--- src/rtl/prewish_pkg.sv ---
// prewish_pkg: shared definitions for the pattern sender slice.
//   PATTERN_W : width of one blink pattern
//   state_e   : sender FSM encodings
package prewish_pkg;

    localparam int unsigned PATTERN_W = 8;

    typedef enum logic [1:0] {
        ST_IDLE = 2'd0,
        ST_SEND = 2'd1,
        ST_GAP  = 2'd2
    } state_e;

endpackage

--- src/rtl/prewish_fifo.sv ---
// prewish_fifo: synchronous first-word-fall-through queue.
// Ports:
//   clk, rst_n    clock, synchronous active-low reset (flushes pointers/count)
//   push, din     write request and data; accepted when not full or when popping
//   pop, dout     read request; dout always shows the head entry
//   full, empty   registered occupancy flags
module prewish_fifo #(
    parameter int unsigned W  = 8,
    parameter int unsigned AW = 2
) (
    input  logic          clk,
    input  logic          rst_n,
    input  logic          push,
    input  logic          pop,
    input  logic [W-1:0]  din,
    output logic [W-1:0]  dout,
    output logic          full,
    output logic          empty
);

    localparam int unsigned DEPTH = 2 ** AW;

    logic [W-1:0]  mem [DEPTH];
    logic [AW-1:0] wr_ptr;
    logic [AW-1:0] rd_ptr;
    logic [AW:0]   count;
    logic [AW:0]   count_nxt;
    logic          do_push;
    logic          do_pop;

    // A pop frees the slot in the same cycle, so a full queue can still accept.
    assign do_pop  = pop & ~empty;
    assign do_push = push & (~full | do_pop);
    assign dout    = mem[rd_ptr];

    // Occupancy update from the accepted push/pop pair.
    always_comb begin
        count_nxt = count;
        case ({do_push, do_pop})
            2'b10:   count_nxt = count + (AW+1)'(1);
            2'b01:   count_nxt = count - (AW+1)'(1);
            default: count_nxt = count;
        endcase
    end

    // Storage array; contents need no reset.
    always_ff @(posedge clk) begin
        if (do_push) begin
            mem[wr_ptr] <= din;
        end
    end

    // Pointers, count and flags.
    always_ff @(posedge clk) begin
        if (!rst_n) begin
            wr_ptr <= '0;
            rd_ptr <= '0;
            count  <= '0;
            full   <= 1'b0;
            empty  <= 1'b1;
        end else begin
            if (do_push) begin
                wr_ptr <= wr_ptr + AW'(1);
            end
            if (do_pop) begin
                rd_ptr <= rd_ptr + AW'(1);
            end
            count <= count_nxt;
            full  <= (count_nxt == (AW+1)'(DEPTH));
            empty <= (count_nxt == '0);
        end
    end

endmodule

--- src/rtl/prewish_pattern_sender.sv ---
// prewish_pattern_sender: queues blink patterns from a local requester and
// delivers them one at a time over a strobe/ack link to a blinky responder.
// Optional feature macro: PREWISH_SENDER_TIMEOUT_EN (ACK wait timeout).
// Ports:
//   CLK_I, RST_I    clock, synchronous active-low reset
//   STB_I, DAT_I    requester load strobe (rising edge pushes DAT_I)
//   FULL_O, DROP_O  queue full, one-cycle pulse when a push is discarded
//   STB_O, DAT_O    transfer strobe and pattern to the responder
//   ACK_I           responder accept
//   BUSY_O          queue non-empty or transfer/gap in progress
//   TMO_O           one-cycle pulse on ACK timeout (tied 0 without the feature)
module prewish_pattern_sender
    import prewish_pkg::*;
#(
    parameter int unsigned FIFO_DEPTH_BITS = 2,
    parameter int unsigned GAP_CYCLES      = 4
`ifdef PREWISH_SENDER_TIMEOUT_EN
  , parameter int unsigned TIMEOUT_BITS    = 8
`endif
) (
    input  logic                 CLK_I,
    input  logic                 RST_I,
    input  logic                 STB_I,
    input  logic [PATTERN_W-1:0] DAT_I,
    output logic                 FULL_O,
    output logic                 DROP_O,
    output logic                 STB_O,
    output logic [PATTERN_W-1:0] DAT_O,
    input  logic                 ACK_I,
    output logic                 BUSY_O,
    output logic                 TMO_O
);

    localparam int unsigned GAP_W = $clog2(GAP_CYCLES + 1);

    state_e               state;
    logic                 stb_q;
    logic                 push_c;
    logic                 pop_c;
    logic                 drop_c;
    logic                 tmo_hit_c;
    logic                 fifo_full;
    logic                 fifo_empty;
    logic [PATTERN_W-1:0] head;
    logic [GAP_W-1:0]     gap_cnt;

    assign push_c = STB_I & ~stb_q;
    assign pop_c  = (state == ST_SEND) & (ACK_I | tmo_hit_c);
    assign drop_c = push_c & fifo_full & ~pop_c;
    assign FULL_O = fifo_full;
    assign BUSY_O = ~fifo_empty | (state != ST_IDLE);

`ifdef PREWISH_SENDER_TIMEOUT_EN
    // Fires on the (2**TIMEOUT_BITS-1)-th SEND cycle; counter is 0 on the first.
    localparam int unsigned TMO_LAST = (2 ** TIMEOUT_BITS) - 2;

    logic [TIMEOUT_BITS-1:0] wait_cnt;

    assign tmo_hit_c = ~ACK_I & (wait_cnt == TIMEOUT_BITS'(TMO_LAST));
`else
    assign tmo_hit_c = 1'b0;
    assign TMO_O     = 1'b0;
`endif

    prewish_fifo #(
        .W  (PATTERN_W),
        .AW (FIFO_DEPTH_BITS)
    ) u_fifo (
        .clk   (CLK_I),
        .rst_n (RST_I),
        .push  (push_c),
        .pop   (pop_c),
        .din   (DAT_I),
        .dout  (head),
        .full  (fifo_full),
        .empty (fifo_empty)
    );

    // Edge detector, transfer FSM, gap counter and optional ACK timeout.
    always_ff @(posedge CLK_I) begin
        if (!RST_I) begin
            state   <= ST_IDLE;
            stb_q   <= 1'b1;
            STB_O   <= 1'b0;
            DAT_O   <= '0;
            DROP_O  <= 1'b0;
            gap_cnt <= '0;
`ifdef PREWISH_SENDER_TIMEOUT_EN
            TMO_O    <= 1'b0;
            wait_cnt <= '0;
`endif
        end else begin
            stb_q  <= STB_I;
            DROP_O <= drop_c;
`ifdef PREWISH_SENDER_TIMEOUT_EN
            TMO_O  <= 1'b0;
`endif
            case (state)
                ST_IDLE: begin
                    if (!fifo_empty) begin
                        state <= ST_SEND;
                        STB_O <= 1'b1;
                        DAT_O <= head;
`ifdef PREWISH_SENDER_TIMEOUT_EN
                        wait_cnt <= '0;
`endif
                    end
                end
                ST_SEND: begin
                    if (ACK_I) begin
                        state   <= ST_GAP;
                        STB_O   <= 1'b0;
                        gap_cnt <= GAP_W'(GAP_CYCLES - 1);
                    end
`ifdef PREWISH_SENDER_TIMEOUT_EN
                    else if (tmo_hit_c) begin
                        state   <= ST_GAP;
                        STB_O   <= 1'b0;
                        TMO_O   <= 1'b1;
                        gap_cnt <= GAP_W'(GAP_CYCLES - 1);
                    end else begin
                        wait_cnt <= wait_cnt + TIMEOUT_BITS'(1);
                    end
`endif
                end
                ST_GAP: begin
                    if (gap_cnt == '0) begin
                        state <= ST_IDLE;
                    end else begin
                        gap_cnt <= gap_cnt - GAP_W'(1);
                    end
                end
                default: begin
                    state <= ST_IDLE;
                    STB_O <= 1'b0;
                end
            endcase
        end
    end

endmodule
--- config.mk ---
export PLATFORM = sky130hd
export DESIGN_NAME = prewish_pattern_sender
export DESIGN_NICKNAME = d
export VERILOG_FILES = /design/src/rtl/prewish_pkg.sv /design/src/rtl/prewish_fifo.sv /design/src/rtl/prewish_pattern_sender.sv
export SDC_FILE = /design/constraint.sdc
export NUM_CORES = 1
export LEC_CHECK = 0
export ABC_AREA = 0
export BUFFER_PORTS_ARGS = -buffer_cell sky130_fd_sc_hd__buf_2
export CAP_MARGIN = 0
export CORE_UTILIZATION = 50
export CTS_BUF_LIST = sky130_fd_sc_hd__clkbuf_16
export CTS_CLUSTER_DIAMETER = 60
export DETAILED_ROUTE_END_ITERATION = 12
export GPL_TIMING_DRIVEN = 0
export PLACE_DENSITY_LB_ADDON = 0.3
export SETUP_SLACK_MARGIN = 0.3
export SYNTH_ARGS = -nofsm -noshare
export SYNTH_HDL_FRONTEND = slang
export SYNTH_SLANG_ARGS = --single-unit
--- constraint.sdc ---
create_clock -name CLK_I -period 3.9 [get_ports CLK_I]
set_input_delay 0.39 -clock CLK_I [delete_from_list [all_inputs] [get_ports CLK_I]]
set_output_delay 0.39 -clock CLK_I [all_outputs]
set_load 0.005 [all_outputs]
======== Word-level counts from Yosys, hierarchy flattened ========
Memories as Yosys holds them, arrays and structs flattened. A register that Yosys moved wholly into a read port is not among the register bits.
Index checks and enable logic that the tools add are counted.
storage, ports and cells
  word-level logic and storage cells ...... 61
  input bits .............................. 12
  memory bits (writable) .................. 32
  output and inout port bits .............. 13
  bits in registers ....................... 17
  memories kept ........................... 1
operators by class
  add/subtract/negate cells ............... 5
  eq/ne operators ......................... 9
  bitwise gates (word level) .............. 13
  reductions and logical operators ........ 10
  muxes and demuxes ....................... 13
memory list
  memory      words  width  rd ports  clocked after memory_dff  wr ports  line                source
  u_fifo.mem  4      8      1         1                         1         prewish_fifo.sv:23  logic [W-1:0] mem [DEPTH];
operators by type and width
  cell                 number
  $pmux 3 s2           2
  $reduce_and 3->1     3
  $ne 2x2->1 const B   4
  $and 1x1->1          6
  $logic_not 3->1      2
  $mux 2               3
  $mux 3               2
  $pmux 2 s3           1
  $sub 3x1->3 const B  2
  $not 1->1            5
  $add 2x1->2 const B  2
  $eq 2x1->1 const B   2
  $eq 2x2->1 const B   2
  $mux 1               4
  $reduce_bool 2->1    2
  $add 3x1->3 const B  1
  $eq 3x3->1 const B   1
  $pmux 1 s3           1
  $logic_not 2->1      1
  $or 1x1->1           2
  $reduce_and 2->1     1
  $logic_not 1->1      1

======== Longest topological paths before layout ========
  word-level depth ........................ 8
  depth in mapped cells ................... 9
  mapped depth without buffers ............ 8

======== Modules after synthesis ========
A second synthesis with hierarchy kept.
unflattened totals
  cells, all modules ...................... 172
  area, all modules ....................... 2,439.8 µm²
by module, submodules not included
  module                  seq. area each (µm²)  area each (µm²)  times used  cells each
  prewish_fifo            1,181.1               1,712.9          1           100
  prewish_pattern_sender  320.3                 726.9            1           72

======== Worst setup path after synthesis ========
OpenSTA, ideal clock, no wires.
  path kind ............................... register to register
  from .................................... reg state[1]
  to ...................................... reg u_fifo.empty
  stages on the path, launching flop included .. 10
  library setup time ...................... 0.116 ns
  required time ........................... 3.784 ns
  buffers on the path ..................... 1
  arrival time ............................ 2.282 ns
  period minus slack after synthesis ...... 2.398 ns
  path slack .............................. 1.502 ns
  path through ............................ dfxtp_1 > buf_6 > nand4bb_4 > a21boi_4 > inv_1 > ha_1 > fa_1 > xnor2_1 > or3_1 > a31o_2
between the ends
  word-level cells in the longest chain between the ends .. 8
  elaborated cells on any way between the ends .. 9
  classes of those cells .................. eq/ne: 3; mux: 1; bitwise: 4; reduce/logical: 1
RTL lines
  item                                      line                           source
  start: declaration                        prewish_pattern_sender.sv:36   state_e state;
  start signal: assignment                  prewish_pattern_sender.sv:82   state <= ST_IDLE;
  start signal: assignment                  prewish_pattern_sender.sv:101  state <= ST_SEND;
  start signal: assignment                  prewish_pattern_sender.sv:111  state <= ST_GAP;
  $eq 2x1->1 *                              prewish_pattern_sender.sv:48   assign pop_c = (state == ST_SEND) & (ACK_I | tmo_hit_c);
  $and 1x1->1 *                             prewish_pattern_sender.sv:48
  $and 1x1->1 *                             prewish_fifo.sv:32             assign do_pop = pop & ~empty;
  $or 1x1->1                                prewish_fifo.sv:33             assign do_push = push & (~full | do_pop);
  $and 1x1->1                               prewish_fifo.sv:33
  $eq 2x1->1 or $eq 2x2->1 (tied branches)  prewish_fifo.sv:39             case ({do_push, do_pop})
  $pmux 3 s2 *                              prewish_fifo.sv:39
  $logic_not 3->1 *                         prewish_fifo.sv:70             empty <= (count_nxt == '0);
  end signal: assignment                    prewish_fifo.sv:70
  end: declaration                          prewish_fifo.sv:18             output logic empty
Mark *: on every way between the ends. The rest lies on a longest branch, timed or not.
A chain may end at the register's enable or synchronous reset.

======== Worst setup path in the final report ========
  from .................................... reg state[0]
  to ...................................... reg u_fifo.empty
The elaborated chain is that of the path after synthesis.

==> summary.txt <==
Run status
  • Run status: completed

Floorplanning
  • Width of the chip: 70.4 um
  • Placement Rows: 24
  • Core region area: 4410 um^2
  • Count of boundary I/O pins: 25
  • Starting density of the core: 53.0%
  • Height of the die: 70.4 um
  • Area of the die: 4950 um^2

STA
  • Setup repair after global routing missed its margin: false
  • Clock skew: 3.38 ps
  • Final number of max-transition violations: 0
  • Number of failing setup endpoints in the final timing report: 0
  • Total negative slack for setup checks: 0 ps
  • Share of the clock period used by the worst path after layout: 67.4%
  • Crit path setup slack, layout: 1270 ps
  • Top achievable clock speed: 0.381 GHz
  • Post-layout min period: 2630 ps
  • Hold violation count in the final report: 0

Synthesis
  • Seq/Total Area, Yosys: 62.5%
  • Fraction of post-synthesis cell area in the top cell type by area: 41.1%
  • Most instantiated flip-flop cell in the synthesis netlist: sky130_fd_sc_hd__edfxtp_1
  • Most frequent cell after synthesis: sky130_fd_sc_hd__edfxtp_1
  • Number of enable-type register cells in the synthesized netlist: 32
  • Most numerous cell types in the synthesized netlist: sky130_fd_sc_hd__edfxtp_1 (32), sky130_fd_sc_hd__dfxtp_1 (25), sky130_fd_sc_hd__nand2_1 (16)
  • Synth Register Bits: 57
  • Main area contributors after synthesis: sky130_fd_sc_hd__edfxtp_1 (41%), sky130_fd_sc_hd__dfxtp_1 (21%), sky130_fd_sc_hd__mux4_2 (7.7%), sky130_fd_sc_hd__ha_1 (3.7%), sky130_fd_sc_hd__o2bb2ai_1 (3.4%)
  • Count of different cell masters after synthesis: 42
  • Async S/R FF share, synth: 0%
  • Cell taking the most area after synthesis: sky130_fd_sc_hd__edfxtp_1
  • Synthesized Nets: 183
  • Combined area of all synthesized cells: 2340 um^2
  • Warnings from Yosys: 0
  • Avg Cell Area, Syn: 14.3 um^2
  • Synth Instances: 163

Hold path
  • Path category of the worst min-delay check: in2reg

Global routing
  • Global router's overall resource usage: 20.4%
  • Initial antenna violation count: 0
  • Vias in the first global route: 1541
  • Wire length of the first global-routing pass: 7.30 mm
  • Overflow after GRT: 0
  • Maximum number of pins on one net before global-route repair: 12

Pwr
  • Overall Power: 1.56 mW
  • Leakage power summed over all cells: 1.06 nW
  • IR Drop Worst-Case VDD: 0.000389 V
  • PD cells: 551 nW/um^2

Clocking
  • Skew-Pair Late Insertion Delay: 320 ps
  • CTS tree: yes
  • CTS Buf Count: 9
  • Count of buffers added by post-CTS timing repair for setup: 0
  • Number of sinks handled by clock tree synthesis: 57
  • Clock root buffer master: sky130_fd_sc_hd__clkbuf_16
  • CTS H-tree lvls: 3
  • Clock transition at path regs: 50 ps
  • CTS hold repair buffers: 0
  • Number of gates given a new drive strength after cts: 0
  • Maximum clock insertion buffer count: 2

Finish
  • Synth-to-Final Area Change: 21.1%
  • Fraction of layout cells with a size suffix above 1: 29.9%
  • Design area: 2830 um^2
  • Sequential Area: 1460 um^2
  • Area taken by multi-input logic gates: 800 um^2
  • Filler cell count in the final layout: 299
  • Count of inserted antenna diode cells: 0
  • Count of nets after finishing: 216

Setup path
  • Required time of the critical path: 4110 ps
  • Arrival time at the worst endpoint: 2840 ps
  • Category of the critical setup timing path: reg2reg
  • Kind of launch point of the worst setup path: register
  • CP endpoint kind: register
  • Crit-path max FO: 7
  • Flop-to-flop setup slack: 1270 ps

Route
  • Vias: 1395
  • Routed wire length per instance: 17.6 um
  • Iter 0 DRT Violations: 60
  • Number of nets still failing antenna checks after routing: 0
  • DRC violations left: 0
  • Vias per cell: 5.51
  • Routed WL: 4.45 mm
  • Pre-Repair DR Iteration Count: 4

Placed design
  • Worst slack at placement: 1280 ps
  • Standard cell area after detailed placement: 2510 um^2
  • Post-detail-place hpwl: 2.99 mm
  • Routability-driven placement congestion ratio: 0.766
  • Number of input and output port buffers inserted: 22

Flow run
  • Max-cap violation count: 0
## where the power goes
group | switching [mW] | internal (mW)
logic | 0.0387 | 0.0331
clock network | 0.271 | 0.558
registers | 0.0108 | 0.650
total | 0.321 | 1.24
## state kept, by name, indices dropped and copies added, names as in the netlist, 2 cells and up
signal	cells
gap_cnt	3
u_fifo.wr_ptr	2
state	2
u_fifo.rd_ptr	2
u_fifo.count	3
u_fifo.mem	32
DAT_O	8
## kinds of logic after synthesis
| family | synth area share [%] |
|---|---|
| compound gates | 8.45 |
| xor+xnor | 0.749 |
| fa+ha+maj | 4.60 |
| buf+inv | 3.32 |
| flops | 62.5 |
| mux | 8.99 |
| other cells | 0.160 |
| simple gates | 11.2 |
## worst paths after layout
kind / cells past startpoint / endpoint / start
worst max-delay path: 8 / u_fifo.empty / state[0]
worst min-delay path: 2 / stb_q / STB_I
worst max register to register: 8 / u_fifo.empty / state[0]
worst min register to register: 2 / DAT_O[7] / DAT_O[7]
## routing by layer
layer,routed length [um],track usage [%]
met1,1830,22.3
met4,87,12.9
met3,178,6.49
met5,0,0
met2,2360,34.1
## placed cells by master, fill, tap and decap left out, types with 3 or more instances in the layout
cell type | netlist | final
sky130_fd_sc_hd__edfxtp_1 | 32 | 32
sky130_fd_sc_hd__dfxtp_1 | 25 | 25
sky130_fd_sc_hd__buf_2 | 1 | 23
sky130_fd_sc_hd__nand2_1 | 16 | 16
sky130_fd_sc_hd__o2bb2ai_1 | 9 | 9
sky130_fd_sc_hd__clkbuf_16 | 0 | 9
sky130_fd_sc_hd__mux4_2 | 8 | 8
sky130_fd_sc_hd__inv_1 | 7 | 7
sky130_fd_sc_hd__ha_1 | 7 | 7
sky130_fd_sc_hd__and2_1 | 6 | 6
sky130_fd_sc_hd__a21oi_1 | 6 | 6
sky130_fd_sc_hd__o21ai_0 | 4 | 4
sky130_fd_sc_hd__nor2_1 | 4 | 4
sky130_fd_sc_hd__nand2b_1 | 3 | 3
sky130_fd_sc_hd__buf_4 | 3 | 3
sky130_fd_sc_hd__mux2i_1 | 3 | 3
## area by class of cell
class / count / share of cell area (%)
Sequential cell: 57 / 51.6
Multi-Input combinational cell: 91 / 28.2
Clock buffer: 9 / 7.95
Timing Repair Buffer: 22 / 3.89
Clock inverter: 7 / 3.31
Tap cell: 52 / 2.30
Buffer: 7 / 1.68
Inverter: 8 / 1.06
## critical path, cell delays in order, from the launching register on
cell                        delay (ps)
sky130_fd_sc_hd__dfxtp_1           500
sky130_fd_sc_hd__nand4bb_4         190
sky130_fd_sc_hd__a21boi_4          280
sky130_fd_sc_hd__inv_1              70
sky130_fd_sc_hd__ha_1              230
sky130_fd_sc_hd__fa_1              450
sky130_fd_sc_hd__xnor2_1           160
sky130_fd_sc_hd__or3_1             370
sky130_fd_sc_hd__a31o_2            270
## through the flow
step                instances  hold slack, ps  util [%]
floorplan                 163             440         -
global placement          237             447      56.9
detailed placement        237             453      56.9
CTS                       253             255      64.2
global route              253             286      64.2
finish                    253             264      64.2
Power figures use the tool's default switching activity.
